**config.mk**
```make
export PLATFORM = sky130hd
export DESIGN_NAME = alu_control_sequencer
export DESIGN_NICKNAME = d
export VERILOG_FILES = /design/src/rtl/alu_control_sequencer.sv
export SDC_FILE = /design/constraint.sdc
export NUM_CORES = 1
export LEC_CHECK = 0
export CAP_MARGIN = 20
export CORE_MARGIN = 1.5
export CORE_UTILIZATION = 59
export DETAILED_ROUTE_END_ITERATION = 12
export PLACE_DENSITY = 0.93
export SYNTH_ARGS = -nofsm -noshare
export SYNTH_HDL_FRONTEND = slang
export SYNTH_SLANG_ARGS = --single-unit
```
**constraint.sdc**
```tcl
create_clock -name CLK -period 8.25 [get_ports CLK]
set_input_delay 1.65 -clock CLK [delete_from_list [all_inputs] [get_ports CLK]]
set_output_delay 1.65 -clock CLK [all_outputs]
set_load 0.1 [all_outputs]
```
**src/rtl/alu_control_sequencer.sv**
```systemverilog
// alu_control_sequencer
// Multi-cycle control unit for the simple 8-bit CPU. Each instruction goes
// through FETCH, EXEC and WB: the instruction is captured in FETCH, decoded
// combinationally from the instruction register in EXEC/WB, and the program
// counter is updated when WB is left. An illegal opcode parks the unit in
// HALT until RESET.
module alu_control_sequencer #(
    parameter int                  PC_WIDTH = 32,
    parameter logic [PC_WIDTH-1:0] RESET_PC = '0
) (
    input  logic                CLK,
    input  logic                RESET,
    input  logic [31:0]         INSTRUCTION,
    input  logic                INSTR_VALID,
    input  logic                ZERO,
    output logic [PC_WIDTH-1:0] PC,
    output logic                FETCH_REQ,
    output logic [2:0]          ALUOP,
    output logic                NEG_SEL,
    output logic                IMM_SEL,
    output logic [7:0]          IMMEDIATE,
    output logic [2:0]          READREG1,
    output logic [2:0]          READREG2,
    output logic [2:0]          WRITEREG,
    output logic                WRITEENABLE,
    output logic                HALTED
);

    typedef enum logic [1:0] {
        S_FETCH = 2'd0,
        S_EXEC  = 2'd1,
        S_WB    = 2'd2,
        S_HALT  = 2'd3
    } state_t;

    localparam logic [7:0] OP_LOADI = 8'h00;
    localparam logic [7:0] OP_MOV   = 8'h01;
    localparam logic [7:0] OP_ADD   = 8'h02;
    localparam logic [7:0] OP_SUB   = 8'h03;
    localparam logic [7:0] OP_AND   = 8'h04;
    localparam logic [7:0] OP_OR    = 8'h05;
    localparam logic [7:0] OP_J     = 8'h06;
    localparam logic [7:0] OP_BEQ   = 8'h07;

    state_t              r_state;
    logic [PC_WIDTH-1:0] r_pc;
    logic [31:0]         r_ir;
    // Cleared by reset so the all-zero reset IR (which would otherwise
    // decode as loadi) drives no control flags until a real capture.
    logic                r_ir_loaded;

    state_t              w_state_next;
    logic                w_ir_load;
    logic                w_pc_load;
    logic [PC_WIDTH-1:0] w_pc_next;
    logic [PC_WIDTH-1:0] w_offset;
    logic [7:0]          w_opcode;
    logic                w_legal;
    logic                w_writes;
    logic                w_take_branch;
    logic                w_unused;

    assign w_opcode = r_ir[31:24];
    assign w_legal  = (w_opcode <= OP_BEQ);

    // Signed word offset from the dest field, scaled to bytes.
    assign w_offset = {{(PC_WIDTH-10){r_ir[23]}}, r_ir[23:16], 2'b00};

    // ZERO only matters here, and this only takes effect at the WB leaving edge.
    assign w_take_branch = (w_opcode == OP_J) || ((w_opcode == OP_BEQ) && ZERO);
    assign w_pc_next     = w_take_branch ? (r_pc + PC_WIDTH'(4) + w_offset)
                                         : (r_pc + PC_WIDTH'(4));

    // Bits 15:11 of the src1 field carry no meaning (3-bit register addresses).
    assign w_unused = ^r_ir[15:11];

    // State, PC and instruction register; RESET acts immediately.
    always_ff @(posedge CLK or posedge RESET) begin
        if (RESET) begin
            r_state     <= S_FETCH;
            r_pc        <= RESET_PC;
            r_ir        <= '0;
            r_ir_loaded <= 1'b0;
        end else begin
            r_state <= w_state_next;
            if (w_ir_load) begin
                r_ir        <= INSTRUCTION;
                r_ir_loaded <= 1'b1;
            end
            if (w_pc_load) begin
                r_pc <= w_pc_next;
            end
        end
    end

    // Next-state logic and the state-dependent handshake/enable outputs.
    always_comb begin
        w_state_next = r_state;
        w_ir_load    = 1'b0;
        w_pc_load    = 1'b0;
        FETCH_REQ    = 1'b0;
        WRITEENABLE  = 1'b0;
        HALTED       = 1'b0;
        case (r_state)
            S_FETCH: begin
                FETCH_REQ = 1'b1;
                if (INSTR_VALID) begin
                    w_ir_load    = 1'b1;
                    w_state_next = S_EXEC;
                end
            end
            S_EXEC: begin
                w_state_next = w_legal ? S_WB : S_HALT;
            end
            S_WB: begin
                WRITEENABLE  = w_writes;
                w_pc_load    = 1'b1;
                w_state_next = S_FETCH;
            end
            S_HALT: begin
                HALTED = 1'b1;
            end
            default: begin
                w_state_next = S_FETCH;
            end
        endcase
    end

    // Instruction decode, purely from the instruction register.
    always_comb begin
        ALUOP    = 3'b000;
        NEG_SEL  = 1'b0;
        IMM_SEL  = 1'b0;
        w_writes = 1'b0;
        if (r_ir_loaded) begin
            case (w_opcode)
                OP_LOADI: begin IMM_SEL = 1'b1; w_writes = 1'b1; end
                OP_MOV:   begin w_writes = 1'b1; end
                OP_ADD:   begin ALUOP = 3'b001; w_writes = 1'b1; end
                OP_SUB:   begin ALUOP = 3'b001; NEG_SEL = 1'b1; w_writes = 1'b1; end
                OP_AND:   begin ALUOP = 3'b010; w_writes = 1'b1; end
                OP_OR:    begin ALUOP = 3'b011; w_writes = 1'b1; end
                OP_BEQ:   begin ALUOP = 3'b001; NEG_SEL = 1'b1; end
                default:  begin end
            endcase
        end
    end

    assign PC        = r_pc;
    assign IMMEDIATE = r_ir[7:0];
    assign READREG1  = r_ir[10:8];
    assign READREG2  = r_ir[2:0];
    assign WRITEREG  = r_ir[18:16];

endmodule

```
==> run_summary.xml <==
<?xml version="1.0" encoding="UTF-8"?>
<metrics>
  <group name="cells_and_area">
    <metric name="fillCellCount" unit="">625</metric>
    <metric name="most_used_cells_in_the_layout_excluding_fill_and_tap_cells" unit="">sky130_fd_sc_hd__clkdlybuf4s50_1 (84), sky130_fd_sc_hd__dfrtp_1 (60), sky130_fd_sc_hd__nand2_1 (50)</metric>
    <metric name="footprint_of_the_multi_input_gates" unit="um^2">3492</metric>
    <metric name="regArea" unit="um^2">1501</metric>
    <metric name="area_delta_synth_final" unit="%">17.77</metric>
    <metric name="layout.cells.most_common" unit="">sky130_fd_sc_hd__clkdlybuf4s50_1</metric>
    <metric name="drive_gt1_frac" unit="">0.08863</metric>
    <metric name="layout.cells.non_filler" unit="">785</metric>
    <metric name="diodes" unit="">0</metric>
    <metric name="num-nets-final" unit="">751</metric>
  </group>
  <group name="global_routing">
    <metric name="grt_pass1_vias" unit="">5158</metric>
    <metric name="grt.busiest_layer" unit="">met2</metric>
    <metric name="globalRouteOverflowTotal" unit="">0</metric>
    <metric name="grt_pass1_wl" unit="mm">24.52</metric>
    <metric name="grt_start_max_net_pins" unit="">48</metric>
    <metric name="groute.layer.met2.usage" unit="">0.5178</metric>
    <metric name="met1_usage" unit="">0.3977</metric>
    <metric name="grt_util_met3" unit="">0.06729</metric>
    <metric name="grt_antenna_before_repair" unit="">0</metric>
    <metric name="all_layer_global_routing_usage" unit="">0.3135</metric>
  </group>
  <group name="floorplanning">
    <metric name="io-pin-count" unit="">93</metric>
    <metric name="rows" unit="">34</metric>
    <metric name="die_height" unit="um">97.98</metric>
    <metric name="die_x" unit="um">97.98</metric>
    <metric name="floorplan.initialDensity" unit="">0.6103</metric>
    <metric name="dieArea" unit="um^2">9600</metric>
    <metric name="core-area" unit="um^2">8721</metric>
  </group>
  <group name="sta">
    <metric name="final_max_slew_viol_count" unit="">0</metric>
    <metric name="rsz0062_at_grt" unit="">no</metric>
    <metric name="min_period_over_period" unit="">0.5895</metric>
    <metric name="timing.final.setup_violations" unit="">0</metric>
    <metric name="finalClockSkew" unit="ns">0.01349</metric>
    <metric name="finalSetupTns" unit="ns">0</metric>
    <metric name="timing.max_slew.rel_slack" unit="">0.3370</metric>
    <metric name="fmax" unit="MHz">205.6</metric>
    <metric name="hold_violations" unit="">0</metric>
    <metric name="worstMarginPinSlew" unit="ns">0.9914</metric>
    <metric name="final.min_clock_period" unit="ns">4.864</metric>
  </group>
  <group name="detailed_routing">
    <metric name="routed_via_density" unit="">6.544</metric>
    <metric name="ant_nets" unit="">0</metric>
    <metric name="drtPass1Iterations" unit="">6</metric>
    <metric name="initialDrtViolationCount" unit="">483</metric>
    <metric name="drcViolationCount" unit="">0</metric>
    <metric name="drt-total-wl" unit="mm">15.09</metric>
    <metric name="vias" unit="">5137</metric>
    <metric name="average_wire_per_standard_cell" unit="um">19.23</metric>
  </group>
  <group name="placed_design">
    <metric name="post-place-cells" unit="">768</metric>
    <metric name="globalplace.congestion" unit="">0.9795</metric>
    <metric name="detailed_placement_hpwl" unit="mm">10.53</metric>
    <metric name="port-buffer-count" unit="">84</metric>
  </group>
  <group name="worst_setup_path">
    <metric name="timing.critical_path.cells" unit="">or4_4, nor2_8, nand2_1, nor3b_1, clkdlybuf4s50_1</metric>
    <metric name="worst-endpoint-arrival" unit="ns">3.21</metric>
    <metric name="critical_path.startpoint_type" unit="">register</metric>
    <metric name="critical_path.endpoint_type" unit="">output pin</metric>
    <metric name="critical_path_peak_fanout" unit="">5</metric>
    <metric name="cp_data_required_time" unit="ns">6.60</metric>
    <metric name="criticalPathCategory" unit="">reg2out</metric>
    <metric name="cpLargestDelayFamily" unit="">simple AND/OR/NAND/NOR gates</metric>
    <metric name="worst_path_largest_cell_delay" unit="ns">1.21</metric>
    <metric name="critical-path-slowest-cell" unit="">sky130_fd_sc_hd__clkdlybuf4s50_1</metric>
    <metric name="count_of_buffering_cells_on_the_critical_path_with_inverters_included" unit="">1</metric>
  </group>
  <group name="synthesis">
    <metric name="syn_area_per_cell" unit="um^2">8.585</metric>
    <metric name="synth_enable_flop_cells" unit="">0</metric>
    <metric name="synth_area" unit="um^2">5323</metric>
    <metric name="synthFlopType" unit="">sky130_fd_sc_hd__dfrtp_1</metric>
    <metric name="async_reset_ff_frac" unit="">1.000</metric>
    <metric name="postSynthRegisterBits" unit="">60</metric>
    <metric name="synth_cell_type_count" unit="">65</metric>
    <metric name="ys.warnings.count" unit="">0</metric>
    <metric name="post_synth_inst_count" unit="">620</metric>
    <metric name="synth.yosys.seq_area_share" unit="">0.2821</metric>
  </group>
  <group name="clock_network">
    <metric name="ctsResizeCount" unit="">0</metric>
    <metric name="tritoncts" unit="">built</metric>
    <metric name="clockRootBuffer" unit="">sky130_fd_sc_hd__clkbuf_8</metric>
    <metric name="cts_max_level" unit="">3</metric>
    <metric name="clock_latency" unit="ns">0.35</metric>
    <metric name="cts.sinks" unit="">60</metric>
    <metric name="post-cts-setup-buffer-count" unit="">0</metric>
    <metric name="cts_buffer_depth" unit="">2</metric>
    <metric name="clk_pin_slew" unit="ns">0.08</metric>
    <metric name="cts_hold_repair.buffers" unit="">0</metric>
    <metric name="numCtsBuffers" unit="">9</metric>
  </group>
  <group name="power_and_ir_drop">
    <metric name="power.density" unit="nW/um^2">444.8</metric>
    <metric name="irDropWorstVdd" unit="mV">0.5006</metric>
    <metric name="static_leakage" unit="nW">2.711</metric>
  </group>
  <group name="worst_hold_path">
    <metric name="hp-class" unit="">reg2reg</metric>
  </group>
  <group name="run">
    <metric name="number_of_max_cap_violations" unit="">0</metric>
  </group>
  <group name="status">
    <metric name="status" unit="">completed</metric>
  </group>
</metrics>
==> cell usage after synthesis, types with 6 or more instances <==
master / count / area share
sky130_fd_sc_hd__a21o_1: 13 / 0.018
sky130_fd_sc_hd__a21oi_1: 47 / 0.044
sky130_fd_sc_hd__a31oi_1: 8 / 0.0094
sky130_fd_sc_hd__and3_1: 10 / 0.012
sky130_fd_sc_hd__buf_2: 10 / 0.0094
sky130_fd_sc_hd__buf_4: 22 / 0.031
sky130_fd_sc_hd__clkbuf_1: 16 / 0.011
sky130_fd_sc_hd__dfrtp_1: 60 / 0.28
sky130_fd_sc_hd__ha_1: 42 / 0.099
sky130_fd_sc_hd__inv_1: 15 / 0.011
sky130_fd_sc_hd__mux2_2: 28 / 0.059
sky130_fd_sc_hd__nand2_1: 50 / 0.035
sky130_fd_sc_hd__nand2b_1: 6 / 0.0071
sky130_fd_sc_hd__nand3_1: 22 / 0.021
sky130_fd_sc_hd__nand4_1: 18 / 0.021
sky130_fd_sc_hd__nor2_1: 41 / 0.029
sky130_fd_sc_hd__nor3_1: 19 / 0.018
sky130_fd_sc_hd__nor4_1: 7 / 0.0082
sky130_fd_sc_hd__o21ai_0: 46 / 0.043
sky130_fd_sc_hd__or3_1: 6 / 0.0071
sky130_fd_sc_hd__xnor2_1: 32 / 0.053
sky130_fd_sc_hd__xor2_1: 16 / 0.026
==> stage by stage <==
| stage | cell area, um^2 | total power [mW] | worst slack, ns | util | hold slack (ns) |
|---|---|---|---|---|---|
| 6_report | 6269 | 2.788 | 3.386 | 0.7188 | 0.5109 |
| 5_1_grt | 6269 | 2.934 | 3.340 | 0.7188 | 0.5156 |
| 4_1_cts | 6241 | 2.741 | 3.432 | 0.7156 | 0.4857 |
| 3_5_place_dp | 6048 | 2.450 | 3.880 | 0.6935 | 0.4559 |
| 3_3_place_gp | 6048 | 2.381 | 4.036 | 0.6935 | 0.4543 |
| 2_1_floorplan | 5330 | 2.083 | 2.606 | - | 0.4346 |
==> registers in the layout, indices dropped and copies added (netlist names) <==
name / count
r_ir: 27
r_ir_loaded: 1
PC: 30
r_state: 2
==> cell type report <==
type / count / area share
Clock inverter: 6 / 0.01038
Inverter: 15 / 0.008982
Timing Repair Buffer: 88 / 0.1421
Tap cell: 108 / 0.02156
Sequential cell: 60 / 0.2395
Multi-Input combinational cell: 498 / 0.5571
Clock buffer: 10 / 0.02036
==> cell families after synthesis <==
family                     after synthesis  share of synthesized area
AOI/OAI and AO/OA                      163                     0.1970
xor gates and xnor gates                48                    0.07898
adders and majority gates               43                     0.1025
buffers and inverters                   64                    0.06323
DFF                                     60                     0.2821
muxes                                   33                    0.06864
other                                    1                  0.0007045
and+or+nand+nor                        208                     0.2069
==> layer usage <==
metal	wire, um	vias to the layer above
met4	434	0
met3	1279	58
li1	-	2357
met5	0	-
met2	7356	309
met1	6023	2413
==> worst register-to-register path, cell delays in order, from the launching register on <==
cell and delay (ns):
sky130_fd_sc_hd__dfrtp_1 0.51, sky130_fd_sc_hd__and4_1 0.27, sky130_fd_sc_hd__nand3_1 0.17, sky130_fd_sc_hd__nor3_1 0.51
sky130_fd_sc_hd__nor3b_1 0.47, sky130_fd_sc_hd__xor2_1 0.24, sky130_fd_sc_hd__ha_1 0.30, sky130_fd_sc_hd__a21oi_1 0.23
sky130_fd_sc_hd__o211ai_1 0.13, sky130_fd_sc_hd__o22a_1 0.20, sky130_fd_sc_hd__a311oi_1 0.60, sky130_fd_sc_hd__nor4_1 0.12
sky130_fd_sc_hd__or4_1 0.44, sky130_fd_sc_hd__o311ai_1 0.09
==> report_power, final <==
| part | switching (mW) | internal (mW) |
|---|---|---|
| Sequential | 0.128 | 0.397 |
| Clock | 0.134 | 0.140 |
| Combinational | 1.37 | 0.624 |
| Total | 1.63 | 1.16 |
==> final timing paths <==
path	endpoint	depth (start not counted)	startpoint	slack (ns)
worst max-delay path	ALUOP[1]	5	r_ir[28]$_DFFE_PP0P_	3.39
worst min-delay path	r_ir_loaded$_DFFE_PP0P_	1	r_ir_loaded$_DFFE_PP0P_	0.51
worst max register to register	PC[28]$_DFFE_PP0N_	13	PC[6]$_DFFE_PP0N_	3.89
worst min register to register	r_ir_loaded$_DFFE_PP0P_	1	r_ir_loaded$_DFFE_PP0P_	0.51
max in group asynchronous	r_ir[10]$_DFFE_PP0P_	3	RESET	5.68
min in group asynchronous	PC[31]$_DFFE_PP0N_	2	RESET	1.67
No activity file was read; power rests on OpenSTA's default activity.
